## src/rtl/note_sequencer.sv

```systemverilog
// note_sequencer: steps the song ROM address at a programmable tempo, absorbs
// the ROM's one-cycle read latency and emits each step's 4-lane note pattern
// as a registered one-cycle spawn strobe.
//
// Ports:
//   clk          system clock, all state on the rising edge
//   reset        asynchronous active-low reset
//   start        level-sampled; begins play from IDLE or DONE
//   pause        freezes the step timer while high (COUNT only)
//   speed_sel    tempo: 00 P=STEP_CYCLES, 01 P/2, 1x P/4
//   notes_in     ROM data, valid one cycle after index is presented
//   index        ROM address (registered)
//   spawn        lane bits of the current step, qualified by spawn_valid
//   spawn_valid  one-cycle pulse per step, rests included
//   playing      high in FETCH/LATCH/EMIT/COUNT
//   song_done    high in DONE
module note_sequencer #(
  parameter int unsigned STEP_CYCLES = 12500000,
  parameter int unsigned SONG_LEN    = 64,
  parameter int unsigned INDEX_W     = 6,
  parameter int unsigned CNT_W       = 24
) (
  input  logic               clk,
  input  logic               reset,
  input  logic               start,
  input  logic               pause,
  input  logic [1:0]         speed_sel,
  input  logic [3:0]         notes_in,
  output logic [INDEX_W-1:0] index,
  output logic [3:0]         spawn,
  output logic               spawn_valid,
  output logic               playing,
  output logic               song_done
);

  localparam logic [CNT_W-1:0]   P_FULL   = CNT_W'(STEP_CYCLES);
  localparam logic [CNT_W-1:0]   P_HALF   = CNT_W'(STEP_CYCLES >> 1);
  localparam logic [CNT_W-1:0]   P_QUART  = CNT_W'(STEP_CYCLES >> 2);
  localparam logic [INDEX_W-1:0] LAST_IDX = INDEX_W'(SONG_LEN - 1);

  typedef enum logic [2:0] {
    S_IDLE, S_FETCH, S_LATCH, S_EMIT, S_COUNT, S_DONE
  } state_e;

  state_e             state_q;
  logic [INDEX_W-1:0] index_q;
  logic [CNT_W-1:0]   cnt_q;
  logic [CNT_W-1:0]   period_q;
  logic [CNT_W-1:0]   period_d;
  logic [3:0]         spawn_q;
  logic               spawn_valid_q;
  logic               playing_q;
  logic               song_done_q;
  logic               cnt_exit;

  always_comb begin
    period_d = P_QUART;
    unique case (speed_sel)
      2'b00:   period_d = P_FULL;
      2'b01:   period_d = P_HALF;
      default: period_d = P_QUART;
    endcase
  end

  // FETCH, LATCH and EMIT take three of the P cycles, so COUNT runs P-3
  // cycles (counter 0..P-4) to make consecutive strobes exactly P apart.
  assign cnt_exit = (cnt_q == (period_q - CNT_W'(4)));

  always_ff @(posedge clk or negedge reset) begin
    if (!reset) begin
      state_q       <= S_IDLE;
      index_q       <= '0;
      cnt_q         <= '0;
      period_q      <= P_FULL;
      spawn_q       <= '0;
      spawn_valid_q <= 1'b0;
      playing_q     <= 1'b0;
      song_done_q   <= 1'b0;
    end else begin
      unique case (state_q)
        S_IDLE, S_DONE: begin
          if (start) begin
            state_q     <= S_FETCH;
            index_q     <= '0;
            period_q    <= period_d;
            playing_q   <= 1'b1;
            song_done_q <= 1'b0;
          end
        end
        S_FETCH: state_q <= S_LATCH;
        S_LATCH: begin
          // ROM data for index is valid now; capture it as the strobe.
          state_q       <= S_EMIT;
          spawn_q       <= notes_in;
          spawn_valid_q <= 1'b1;
        end
        S_EMIT: begin
          // Tempo changes are only picked up here, so a step in progress
          // always keeps the gap it started with.
          state_q       <= S_COUNT;
          spawn_valid_q <= 1'b0;
          period_q      <= period_d;
          cnt_q         <= '0;
        end
        S_COUNT: begin
          if (!pause) begin
            if (cnt_exit) begin
              if (index_q == LAST_IDX) begin
                state_q     <= S_DONE;
                playing_q   <= 1'b0;
                song_done_q <= 1'b1;
              end else begin
                state_q <= S_FETCH;
                index_q <= index_q + INDEX_W'(1);
              end
            end else begin
              cnt_q <= cnt_q + CNT_W'(1);
            end
          end
        end
        default: begin
          state_q       <= S_IDLE;
          spawn_valid_q <= 1'b0;
          playing_q     <= 1'b0;
          song_done_q   <= 1'b0;
        end
      endcase
    end
  end

  assign index       = index_q;
  assign spawn       = spawn_q;
  assign spawn_valid = spawn_valid_q;
  assign playing     = playing_q;
  assign song_done   = song_done_q;

endmodule

```

## config.mk

```make
export PLATFORM = sky130hd
export DESIGN_NAME = note_sequencer
export DESIGN_NICKNAME = d
export VERILOG_FILES = /design/src/rtl/note_sequencer.sv
export SDC_FILE = /design/constraint.sdc
export NUM_CORES = 1
export LEC_CHECK = 0
export ABC_AREA = 0
export CAP_MARGIN = 25
export CORE_ASPECT_RATIO = 0.9
export CORE_MARGIN = 3
export CORE_UTILIZATION = 45
export CTS_BUF_LIST = sky130_fd_sc_hd__clkbuf_4
export CTS_CLUSTER_DIAMETER = 150
export DETAILED_ROUTE_END_ITERATION = 10
export DONT_BUFFER_PORTS = 1
export HOLD_SLACK_MARGIN = 0.15
export REMOVE_ABC_BUFFERS = 1
export SYNTH_ARGS = -nofsm -noshare
export SYNTH_HDL_FRONTEND = slang
export SYNTH_SLANG_ARGS = --single-unit
```

## constraint.sdc

```tcl
create_clock -name clk -period 2.6 [get_ports clk]
set_input_delay 0.26 -clock clk [delete_from_list [all_inputs] [get_ports clk]]
set_output_delay 0.26 -clock clk [all_outputs]
set_load 0.01 [all_outputs]
```

==> run_results.csv <==
group,metric,value,unit
status,outcome,"finished, final reports clean",
cells_and_area,areaGrowthSynthToFinish,11.8,%
cts,cts_tree,"built",
worst_setup_path,r2r_start,"period_q[22]$_DFFE_PN0P_",
yosys,seq_area_frac_synth,0.439,
timing,hold_viol_final,0,
grt,first_global_vias,2044,
timing,setup_tns,0,ns
worst_setup_path,worst_r2r_endpoint,"cnt_q[18]$_DFFE_PN0P_",
die,rows,25,
grt,grt_start_max_net_pins,47,
drt,drcViolationCount,0,
min_path,holdPathEnd,"index[5]$_DFFE_PN0P_",
drt,via_count,2168,
cts,clock_sinks,46,
drt,wl,6.06,mm
power,clock_power_share,0.238,
yosys,ys.flop_type,"dfrtp_1",
cts,clk_pin_slew,0.13,ns
worst_setup_path,slowest_stage,"or4_1",
grt,grt_pass1_wl,10.3,mm
worst_setup_path,crit_type,"reg2reg",
worst_setup_path,critPathArrivalTime,2.70,ns
worst_setup_path,r2r_setup_slack,0.18,ns
placed_design,port_buffers,0,
worst_setup_path,endpoint_kind,"register",
die,fp.dieArea,6800,um^2
cts,clock_path_buffers,2,
timing,finClkSkew,0.0106,ns
yosys,syn_area,2630,um^2
cts,root_buffer,"clkbuf_4",
power,ir_drop,0.344,mV
yosys,yosysTopAreaCell,"dfrtp_1",
die,die_w,86.6,um
power,leakagePower,1.22,nW
timing,fin_crit,2.42,ns
power,power,1.41,mW
die,core,5440,um^2
worst_setup_path,crit_chain,"inv_1 -> ha_1 -> ha_1 -> xor2_1 -> nand4_1 -> a2111oi_4 -> buf_4 -> a21o_4 -> or4_1 -> a21oi_1",
placed_design,place_inst,352,
yosys,synth_common_cells,"43 x dfrtp_1, 27 x nand2_1, 21 x nor2_1, 18 x a21oi_1, 17 x nand3_1",
yosys,yosys.area.top_type_share,0.409,
grt,antenna_found_initial,0,
timing,relSlewSlack,0.559,
yosys,synth-seq-cells,46,
grt,gr-usage-all-layers,0.193,
yosys,yosysUniqueCellTypes,51,
yosys,synthArstFlopShare,1.00,
worst_setup_path,required,2.88,ns
yosys,ys_warn_count,0,
timing,finalCritPeriodShare,0.931,
drt,drtAntennaViolNets,0,
cts,cts_inserted_buffers,5,
cells_and_area,fin_cells,371,
drt,dr.pass1.iters,4,
power,intPower,0.990,mW
worst_setup_path,slowest_delay,0.48,ns
cells_and_area,fill_cells,520,
yosys,syn_inst,284,
drt,drt-wirelength-per-cell,16.3,um
cells_and_area,finalNetCount,318,
drt,dr.first_iter.drc_count,134,
grt,grt-ovfl-total,0,
placed_design,gp_congestion,0.829,
cts,htree_num_levels,2,
placed_design,place_hpwl,4.35,mm
cts,insertion_delay,0.35,ns
worst_setup_path,reg2reg_depth,10,
min_path,hp-class,"in2reg",
die,ios,23,
power,p_comb_frac,0.176,
power,power_switching,0.419,mW
min_path,hold_depth,3,
worst_setup_path,crit_path_start_kind,"register",
die,die_h,78.5,um
power,power.share.switching,0.297,
yosys,synth-edff-count,0,
die,start_util,0.483,
yosys,yosysMostFrequentCell,"dfrtp_1",
cells_and_area,drive_above_1_share,0.118,
power,seqPwrFrac,0.586,
min_path,min_from,"start",
timing,rsz0062_at_grt,"false",
yosys,synth.avg_cell_area,9.27,um^2
cells_and_area,diodes,0,
timing,finalSetupViolCount,0,
timing,worstMarginPinSlew,0.656,ns
worst_setup_path,worst-path-max-fanout,23,
drt,vias_per_cell,5.84,
timing,clock.fmax,413,MHz
timing,slew_viol_final,0,
job,drv_cap,0,
power,power.density,479,nW/um^2
yosys,yosys-top-cells-area,"dfrtp_1 41%, xnor2_1 4.3%, nand2_1 3.9%",
worst_setup_path,cpMostUsedCell,"ha_1",
## final cells by class
| class | instances | area (um^2) | area share |
|---|---|---|---|
| clock buffers | 6 | 45.0 | 0.0153 |
| clock inverters | 2 | 8.76 | 0.00298 |
| inverters | 11 | 41.3 | 0.0140 |
| multi-input cells | 215 | 1380 | 0.470 |
| flip-flops and latches | 46 | 1150 | 0.393 |
| well taps | 67 | 83.8 | 0.0285 |
| repair buffers | 24 | 225 | 0.0766 |
## worst max-delay path: cells and delay by family, from the launching register on
kind | cells | cell delay (ns)
compound gates | 3 | 0.49
flops | 1 | 0.38
fa+ha+maj | 2 | 0.47
simple gates | 2 | 0.62
buf+inv | 2 | 0.24
xor+xnor | 1 | 0.14
## routing by layer
| metal | share of wire | track usage | wire (um) | vias to the layer above |
|---|---|---|---|---|
| li1 | - | - | - | 1070 |
| met1 | 0.50 | 0.287 | 3030 | 1045 |
| met2 | 0.45 | 0.283 | 2710 | 47 |
| met3 | 0.043 | 0.0367 | 263 | 6 |
| met4 | 0.0092 | 0.0545 | 56 | 0 |
| met5 | 0 | 0 | 0 | - |
## worst max-delay path by stage
stage,startpoint,end,slack (ns),cells past startpoint
2_1_floorplan,period_q[8]$_DFFE_PN0P_,index[4]$_DFFE_PN0P_,0.06,9
3_3_place_gp,period_q[5]$_DFFE_PN1P_,cnt_q[18]$_DFFE_PN0P_,0.19,9
3_5_place_dp,period_q[8]$_DFFE_PN0P_,cnt_q[22]$_DFFE_PN0P_,0.13,10
4_1_cts,period_q[22]$_DFFE_PN0P_,cnt_q[22]$_DFFE_PN0P_,0.10,10
5_1_grt,period_q[8]$_DFFE_PN0P_,index[5]$_DFFE_PN0P_,0.05,9
6_report,period_q[22]$_DFFE_PN0P_,cnt_q[18]$_DFFE_PN0P_,0.18,10
## flip-flops by register name (all words and copies together), names as in the netlist
signal       flops
cnt_q           24
index            6
period_q         6
playing          1
song_done        1
spawn            4
spawn_valid      1
state_q          3
## stage by stage
step                setup slack (ns)  area [um^2]  hold WS, ns  utilization
finish                         0.178         2940        0.316        0.540
global route                  0.0531         2940        0.302        0.540
CTS                            0.104         2920        0.298        0.537
detailed placement             0.130         2740      -0.0344        0.503
global placement               0.187         2740      -0.0346        0.503
floorplan                     0.0592         2560      -0.0356            -
## logic make-up (layout without fill, tap and decap cells)
| group | Yosys count | in the layout | synth area share |
|---|---|---|---|
| compound gates | 66 | 66 | 0.169 |
| fa+ha+maj | 5 | 5 | 0.0238 |
| mux | 7 | 7 | 0.0285 |
| xor+xnor | 17 | 17 | 0.0566 |
| simple gates | 120 | 120 | 0.240 |
| buf+inv | 23 | 43 | 0.0433 |
| flops | 46 | 46 | 0.439 |
## power by group through the flow
stage / combinational [mW] / sequential, mW / clock (mW)
final: 0.248 / 0.826 / 0.336
after global placement: 0.205 / 0.839 / 0
after CTS: 0.244 / 0.825 / 0.351
after detailed placement: 0.208 / 0.839 / 0
after global routing: 0.279 / 0.834 / 0.388
after floorplan: 0.127 / 0.840 / 0
## cell usage in the layout (no fill, tap or decap), types with 4 or more instances in the layout
master         Yosys  layout
or4_1              9       9
nand2_1           27      27
or3_1             10      10
o31ai_1            5       5
mux2_2             4       4
nand4_1            8       8
dfrtp_1           43      43
nor2_1            21      21
nand3_1           17      17
xor2_1             4       4
clkbuf_4           0       6
o21ai_0           16      16
xnor2_1           13      13
inv_1             11      11
nand2b_1           4       4
dlygate4sd3_1      0      10
nor3_1             5       5
buf_4              0      13
ha_1               5       5
a21oi_1           18      18
## what timing repair did
item | in CTS | in global routing
resized for setup | 0 | 4
endpoints found under the hold margin | 59 | 0
hold buffers | 11 | 0
endpoints found under the setup margin | 0 | 14
setup buffers | 0 | 0
No activity file was read; power rests on OpenSTA's default activity.
